===== config.mk =====
export PLATFORM = sky130hd
export DESIGN_NAME = md_sched
export DESIGN_NICKNAME = d
export VERILOG_FILES = /design/src/rtl/md_sched.sv
export SDC_FILE = /design/constraint.sdc
export NUM_CORES = 1
export LEC_CHECK = 0
export ABC_AREA = 1
export CELL_PAD_IN_SITES_DETAIL_PLACEMENT = 0
export CELL_PAD_IN_SITES_GLOBAL_PLACEMENT = 2
export CORE_MARGIN = 3
export CORE_UTILIZATION = 19
export DETAILED_ROUTE_END_ITERATION = 8
export GPL_TIMING_DRIVEN = 0
export PLACE_DENSITY = 0.94
export SYNTH_ARGS = -nofsm -noshare
export SYNTH_HDL_FRONTEND = slang
export SYNTH_SLANG_ARGS = --single-unit

===== constraint.sdc =====
create_clock -name clk -period 2.38 [get_ports clk]
set_input_delay 0.476 -clock clk [delete_from_list [all_inputs] [get_ports clk]]
set_output_delay 0.476 -clock clk [all_outputs]
set_load 0.05 [all_outputs]

===== src/rtl/md_sched.sv =====
// Sequencer for the shared HI/LO multiply/divide units: stalls EX, waits for the result, writes HI/LO once.
// Optional divider watchdog enabled by defining MD_DIV_TIMEOUT_EN.
module md_sched #(
  parameter int MUL_LAT = 2,
  parameter int DIV_MAX = 40
) (
  input  logic        clk,
  input  logic        rst,
  input  logic        req_valid,
  input  logic [3:0]  req_op,
  input  logic [31:0] src_a,
  input  logic [31:0] src_b,
  input  logic        ex_advance,
  input  logic        flush,
  output logic        mul_signed,
  output logic [31:0] mul_ina,
  output logic [31:0] mul_inb,
  input  logic [63:0] mul_result,
  output logic        div_start,
  output logic        div_signed,
  output logic [31:0] div_opa,
  output logic [31:0] div_opb,
  output logic        div_annul,
  input  logic [63:0] div_result,
  input  logic        div_ready,
  output logic        stall_req,
  output logic        hilo_we,
  output logic [31:0] hi_wdata,
  output logic [31:0] lo_wdata,
  output logic        busy,
`ifdef MD_DIV_TIMEOUT_EN
  output logic        div_timeout,
`endif
  output logic [1:0]  state_dbg
);

  localparam int CW = $clog2(MUL_LAT + 1);

  typedef enum logic [1:0] {S_IDLE, S_MUL_WAIT, S_DIV_RUN, S_DONE} state_t;

  state_t        state_q, state_d;
  logic [31:0]   op_a_q, op_a_d, op_b_q, op_b_d;
  logic [31:0]   hi_q, hi_d, lo_q, lo_d;
  logic          sgn_q, sgn_d;
  logic [CW-1:0] cnt_q, cnt_d;
`ifdef MD_DIV_TIMEOUT_EN
  localparam int WW = $clog2(DIV_MAX + 1);
  logic [WW-1:0] wd_q, wd_d;
  logic          to_q, to_d;
`endif

  logic legal, is_mul, sgn_req;
  logic div_start_c, div_annul_c, hilo_we_c;

  // req_op bit order: [3]=mult, [2]=multu, [1]=div, [0]=divu
  assign legal   = req_valid && (req_op != 4'd0) && ((req_op & (req_op - 4'd1)) == 4'd0);
  assign is_mul  = req_op[3] | req_op[2];
  assign sgn_req = req_op[3] | req_op[1];

  always_comb begin
    state_d     = state_q;
    op_a_d      = op_a_q;
    op_b_d      = op_b_q;
    hi_d        = hi_q;
    lo_d        = lo_q;
    sgn_d       = sgn_q;
    cnt_d       = cnt_q;
    div_start_c = 1'b0;
    div_annul_c = 1'b0;
    hilo_we_c   = 1'b0;
`ifdef MD_DIV_TIMEOUT_EN
    wd_d        = wd_q;
    to_d        = to_q;
`endif
    case (state_q)
      S_IDLE: begin
        if (legal && !flush) begin
          op_a_d = src_a;
          op_b_d = src_b;
          sgn_d  = sgn_req;
          if (is_mul) begin
            state_d = S_MUL_WAIT;
            cnt_d   = CW'(1);
          end else if (src_b == 32'd0) begin
            // Divide by zero never reaches the divider.
            state_d = S_DONE;
            hi_d    = src_a;
            lo_d    = 32'hFFFF_FFFF;
          end else begin
            state_d = S_DIV_RUN;
`ifdef MD_DIV_TIMEOUT_EN
            wd_d    = '0;
`endif
          end
        end
      end
      S_MUL_WAIT: begin
        if (cnt_q == CW'(MUL_LAT)) begin
          hi_d    = mul_result[63:32];
          lo_d    = mul_result[31:0];
          cnt_d   = '0;
          state_d = S_DONE;
        end else begin
          cnt_d = cnt_q + 1'b1;
        end
      end
      S_DIV_RUN: begin
        if (div_ready) begin
          hi_d    = div_result[63:32];
          lo_d    = div_result[31:0];
          state_d = S_DONE;
        end else begin
          div_start_c = 1'b1;
`ifdef MD_DIV_TIMEOUT_EN
          if (wd_q == WW'(DIV_MAX - 1)) begin
            div_start_c = 1'b0;
            div_annul_c = 1'b1;
            hi_d        = 32'd0;
            lo_d        = 32'd0;
            to_d        = 1'b1;
            state_d     = S_DONE;
          end else begin
            wd_d = wd_q + 1'b1;
          end
`endif
        end
      end
      S_DONE: begin
        // Hold the result until the instruction actually leaves EX.
        if (ex_advance) begin
          hilo_we_c = 1'b1;
          state_d   = S_IDLE;
        end
      end
      default: state_d = S_IDLE;
    endcase
    if (flush) begin
      state_d     = S_IDLE;
      cnt_d       = '0;
      hilo_we_c   = 1'b0;
      div_start_c = 1'b0;
      div_annul_c = (state_q == S_DIV_RUN);
    end
  end

  always_ff @(posedge clk) begin
    if (rst) begin
      state_q <= S_IDLE;
      op_a_q  <= '0;
      op_b_q  <= '0;
      hi_q    <= '0;
      lo_q    <= '0;
      sgn_q   <= 1'b0;
      cnt_q   <= '0;
`ifdef MD_DIV_TIMEOUT_EN
      wd_q    <= '0;
      to_q    <= 1'b0;
`endif
    end else begin
      state_q <= state_d;
      op_a_q  <= op_a_d;
      op_b_q  <= op_b_d;
      hi_q    <= hi_d;
      lo_q    <= lo_d;
      sgn_q   <= sgn_d;
      cnt_q   <= cnt_d;
`ifdef MD_DIV_TIMEOUT_EN
      wd_q    <= wd_d;
      to_q    <= to_d;
`endif
    end
  end

  assign mul_signed = (state_q == S_MUL_WAIT) && sgn_q;
  assign mul_ina    = (state_q == S_MUL_WAIT) ? op_a_q : 32'd0;
  assign mul_inb    = (state_q == S_MUL_WAIT) ? op_b_q : 32'd0;
  assign div_signed = (state_q == S_DIV_RUN) && sgn_q;
  assign div_opa    = (state_q == S_DIV_RUN) ? op_a_q : 32'd0;
  assign div_opb    = (state_q == S_DIV_RUN) ? op_b_q : 32'd0;
  assign div_start  = div_start_c;
  assign div_annul  = div_annul_c;
  assign hilo_we    = hilo_we_c;
  assign hi_wdata   = hi_q;
  assign lo_wdata   = lo_q;
  assign stall_req  = ((state_q == S_IDLE) && legal) || (state_q == S_MUL_WAIT) ||
                      (state_q == S_DIV_RUN);
  assign busy       = (state_q != S_IDLE);
  assign state_dbg  = state_q;
`ifdef MD_DIV_TIMEOUT_EN
  assign div_timeout = to_q;
`endif

endmodule

==> results <==
power by group:
group | switching, W | internal [W]
Sequential | 0.0000708 | 0.00228
Clock | 0.00108 | 0.00151
Combinational | 0.000608 | 0.000568
Total | 0.00176 | 0.00435
Yosys cell counts:
master,n,share of area
sky130_fd_sc_hd__nor2_2,1,0.00084
sky130_fd_sc_hd__inv_1,241,0.12
sky130_fd_sc_hd__o21ai_1,7,0.0047
sky130_fd_sc_hd__buf_2,6,0.0040
sky130_fd_sc_hd__nand3_1,2,0.0013
sky130_fd_sc_hd__o211ai_1,1,0.0010
sky130_fd_sc_hd__nand4_1,35,0.029
sky130_fd_sc_hd__a221oi_1,32,0.037
sky130_fd_sc_hd__nor2_1,285,0.14
sky130_fd_sc_hd__o21ai_0,63,0.042
sky130_fd_sc_hd__dfxtp_1,133,0.36
sky130_fd_sc_hd__ha_1,4,0.0067
sky130_fd_sc_hd__a21oi_1,71,0.047
sky130_fd_sc_hd__buf_6,2,0.0030
sky130_fd_sc_hd__clkbuf_1,70,0.035
sky130_fd_sc_hd__nor3_1,1,0.00067
sky130_fd_sc_hd__nand3b_1,1,0.0010
sky130_fd_sc_hd__inv_2,5,0.0025
sky130_fd_sc_hd__buf_1,8,0.0040
sky130_fd_sc_hd__a21oi_2,1,0.0012
sky130_fd_sc_hd__nand4_2,1,0.0017
sky130_fd_sc_hd__nand3_2,1,0.0013
sky130_fd_sc_hd__nand2_1,312,0.16
per-layer routing:
layer	global-route usage	share of wire	up-vias
met5	0	0.00052	-
met4	0.0442	0.015	2
met3	0.0542	0.066	37
met2	0.309	0.49	281
met1	0.213	0.43	4319
li1	-	-	4773
metrics by stage:
| stage | instance area, µm² | setup TNS [ns] | utilization | power [W] |
|---|---|---|---|---|
| final | 14800 | -0.0257 | 0.382 | 0.00611 |
| after global routing | 14800 | -3.39 | 0.382 | 0.00642 |
| after CTS | 14300 | -2.06 | 0.368 | 0.00618 |
| after detailed placement | 12600 | -227.09 | 0.325 | 0.00339 |
| after global placement | 12600 | -226.26 | 0.325 | 0.00338 |
| after floorplan | 7930 | 0 | - | 0.00279 |
kinds of logic (layout without fill, tap and decap cells):
group,after synthesis,in the layout,synth area share
AOI/OAI and AO/OA,175,175,0.134
buffers and inverters,332,788,0.169
adders and majority gates,4,4,0.00668
DFF,133,133,0.355
and+or+nand+nor,639,639,0.335
path summary, 6_finish.rpt:
check | startpoint | end | slack, ns | cells past startpoint
worst min register to register | cnt_q[0] | cnt_q[0] | 0.50 | 2
worst min-delay path | cnt_q[0] | cnt_q[0] | 0.50 | 2
worst max-delay path | state_dbg[1] | mul_ina[26] | -0.02 | 8
worst max register to register | state_dbg[0] | hi_wdata[23] | 0.21 | 14
cell type report:
type                            instances  area (µm²)
Tap cell                              518         648
Multi-Input combinational cell        818        4230
Clock inverter                          9        77.6
Buffer                                 80         668
Timing Repair Buffer                  430        4710
Inverter                              246        1340
Fill cell                            4130       24000
Clock buffer                           23         478
Sequential cell                       133        2670
flip-flops by register name, summed over array words and instances, names as in the netlist:
signal / flops
hi_wdata: 32
op_b_q: 32
state_dbg: 2
lo_wdata: 32
sgn_q: 1
op_a_q: 32
cnt_q: 2
critical path, delay by kind of cell, from the launching register on:
family                   cells  cell delay, ns
buffers and inverters        6            0.86
flip-flops                   1            0.38
adder cells (fa/ha/maj)      1            0.18
AND/OR/NAND/NOR              1            0.07
placed cells by master, fill, tap and decap left out, types with 4 or more instances in the layout:
cell / n
sky130_fd_sc_hd__nor2_1: 281
sky130_fd_sc_hd__clkdlybuf4s50_1: 267
sky130_fd_sc_hd__nand2_1: 199
sky130_fd_sc_hd__dfxtp_1: 131
sky130_fd_sc_hd__inv_1: 129
sky130_fd_sc_hd__clkinvlp_4: 113
sky130_fd_sc_hd__a21oi_1: 71
sky130_fd_sc_hd__o21ai_0: 63
sky130_fd_sc_hd__nand2_4: 62
sky130_fd_sc_hd__buf_8: 59
sky130_fd_sc_hd__buf_6: 58
sky130_fd_sc_hd__nand2_2: 50
sky130_fd_sc_hd__clkbuf_1: 44
sky130_fd_sc_hd__clkbuf_16: 35
sky130_fd_sc_hd__nand4_1: 35
sky130_fd_sc_hd__a221oi_1: 32
sky130_fd_sc_hd__buf_4: 17
sky130_fd_sc_hd__buf_2: 14
sky130_fd_sc_hd__clkbuf_2: 12
sky130_fd_sc_hd__clkdlybuf4s15_2: 8
sky130_fd_sc_hd__buf_12: 7
sky130_fd_sc_hd__o21ai_1: 7
sky130_fd_sc_hd__clkbuf_8: 6
sky130_fd_sc_hd__inv_2: 5
sky130_fd_sc_hd__clkinv_2: 5
sky130_fd_sc_hd__nor2_2: 4
timing repair:
item	in CTS	in global routing
cloned	5	7
endpoints found under the setup margin	199	205
setup buffers	8	8
pin swaps	27	6
resized for setup	1105	110
==> results by stage <==
Setup path:
- Data arrives at the worst endpoint at 1.92 ns.
- The maximum single-stage delay on the critical path is 0.38 ns.
- The critical path endpoint category is an output port.
- The type of element launching the critical path is a flop.
- By instance count, the cell type seen most on the critical path is sky130_fd_sc_hd__clkbuf_16.
- Along the worst path, the maximum fanout reaches 7.
- The critical path goes through inv_4, ha_4, clkbuf_16, clkbuf_16, clkbuf_16, nand2_4, clkinvlp_4, buf_8.
- For the worst setup path, the data required time is 1.90 ns.
- The category of the most critical setup path is flop to output port.
- The slowest stage of the critical path is the sky130_fd_sc_hd__dfxtp_4 cell.

Clock network:
- The H-tree depth is 4.
- The CTS sink count is 133.
- The TritonCTS clock tree is built.
- In this run the deepest clock path goes through 2 buffers.
- The hold buffer count at CTS is 0.
- For the worst-skew pair, the clock arrives at the later sink with an insertion delay of 0.44 ns.
- Clock-pin slew was measured on the worst setup and hold paths at 0.06 ns.
- The root buffer cell is sky130_fd_sc_hd__clkbuf_16.
- Counting the buffers created by CTS gives 17.

Finish:
- The net count of the finished layout is 1932.
- Of the cells placed in the final design, the portion with a size suffix greater than 1 is 0.270.
- The post-route non-filler standard cell count is 2257.
- The area growth from synthesis to final layout is 97.8%.
- The repair_antennas step left the layout with diodes totalling 0.

Placed design:
- Prior to clock tree synthesis, the placed netlist has a worst setup slack of -1.66 ns.
- Summed over all nets, the half-perimeter wirelength after detailed placement is 29400 µm.
- Buffers placed on the I/O ports in this run total 402.
- Including well taps, the total number of placed cells is 2203.
- The final weighted congestion in routability-driven placement is 0.819.

Floorplanning:
- The die covers 41900 µm².
- The total I/O pin count is 403.
- The floorplan has 72 rows.
- The overall die height is 205 µm.
- The die is 205 µm wide.
- The region available for standard cell placement spans 38800 µm².
- The initial utilization of the core area, before any placement, comes to 0.193.

STA:
- For the pin with the worst max-slew slack, the measured transition is 0.687 ns.
- The final critical-path required period is 2.40 ns.
- The number of max-slew violations in the final report was 0.
- The count of final hold-check violations was 0.
- The final number of setup-violating endpoints is 3.
- Static timing analysis puts the maximum clock frequency at 0.417 GHz.
- Dividing the final minimum period by the clock period gives 1.01.
- Headroom to the max-slew limit came out at 0.542.
- Setup repair after global routing could not meet its margin everywhere.
- After layout, the worst setup slack is -0.0192 ns.
- The final-layout worst hold slack is 0.504 ns.
- Clock skew on the completed layout was measured at 0.00842 ns.

Run status:
- The checks that failed: setup timing.
- The flow ran to the end, but the final reports show violations.

Drt:
- The mean routed wirelength per cell is 17.0 µm.
- The first-pass detailed-route iteration total is 5.
- The total number of vias is 9412.
- The count of nets left with antenna violations after detail routing is 0.
- The post-detailed-route DRC marker count is 0.
- The number of vias per cell after detailed routing is 4.17.
- The routed wire length is 38400 µm.
- The DRC violation total after the first TritonRoute iteration is 334.

Synth:
- During synthesis, Yosys emitted a total of 0 warnings.
- Counting every instance in the synthesized netlist gives 1283.
- The synthesized area is 7490 µm².
- The count of distinct cell types in the synthesized netlist is 23.
- The synthesized design contains 133 register bits.
- In this run the mean area of a mapped cell was 5.84 µm².
- Of the synthesized area, sequential elements account for 0.355.
- The number of nets handed over by synthesis was 1489.

Global route:
- Global routing finished with a remaining overflow of 0.
- Entering global routing, the biggest net connects 20 pins.
- Across every metal layer, demand over resource in global routing totals 0.178.
- The number of antenna violations at the first check in global routing is 1.
- The via count of the first global-routing pass is 9462.
- The first-pass GRT wire length is 56300 µm.

Pwr:
- The cell leakage power is 6.82 nW.
- Power spread over the standard cell area amounts to 412 nW/µm².
- IR analysis of the VDD net gives a maximum drop of 0.478 mV.

Run:
- Across the run, the number of max-cap violations was 0.

Min path:
- In this run the worst hold path is classified as flop to flop.
Note: power is estimated with default switching activity, not from simulation.
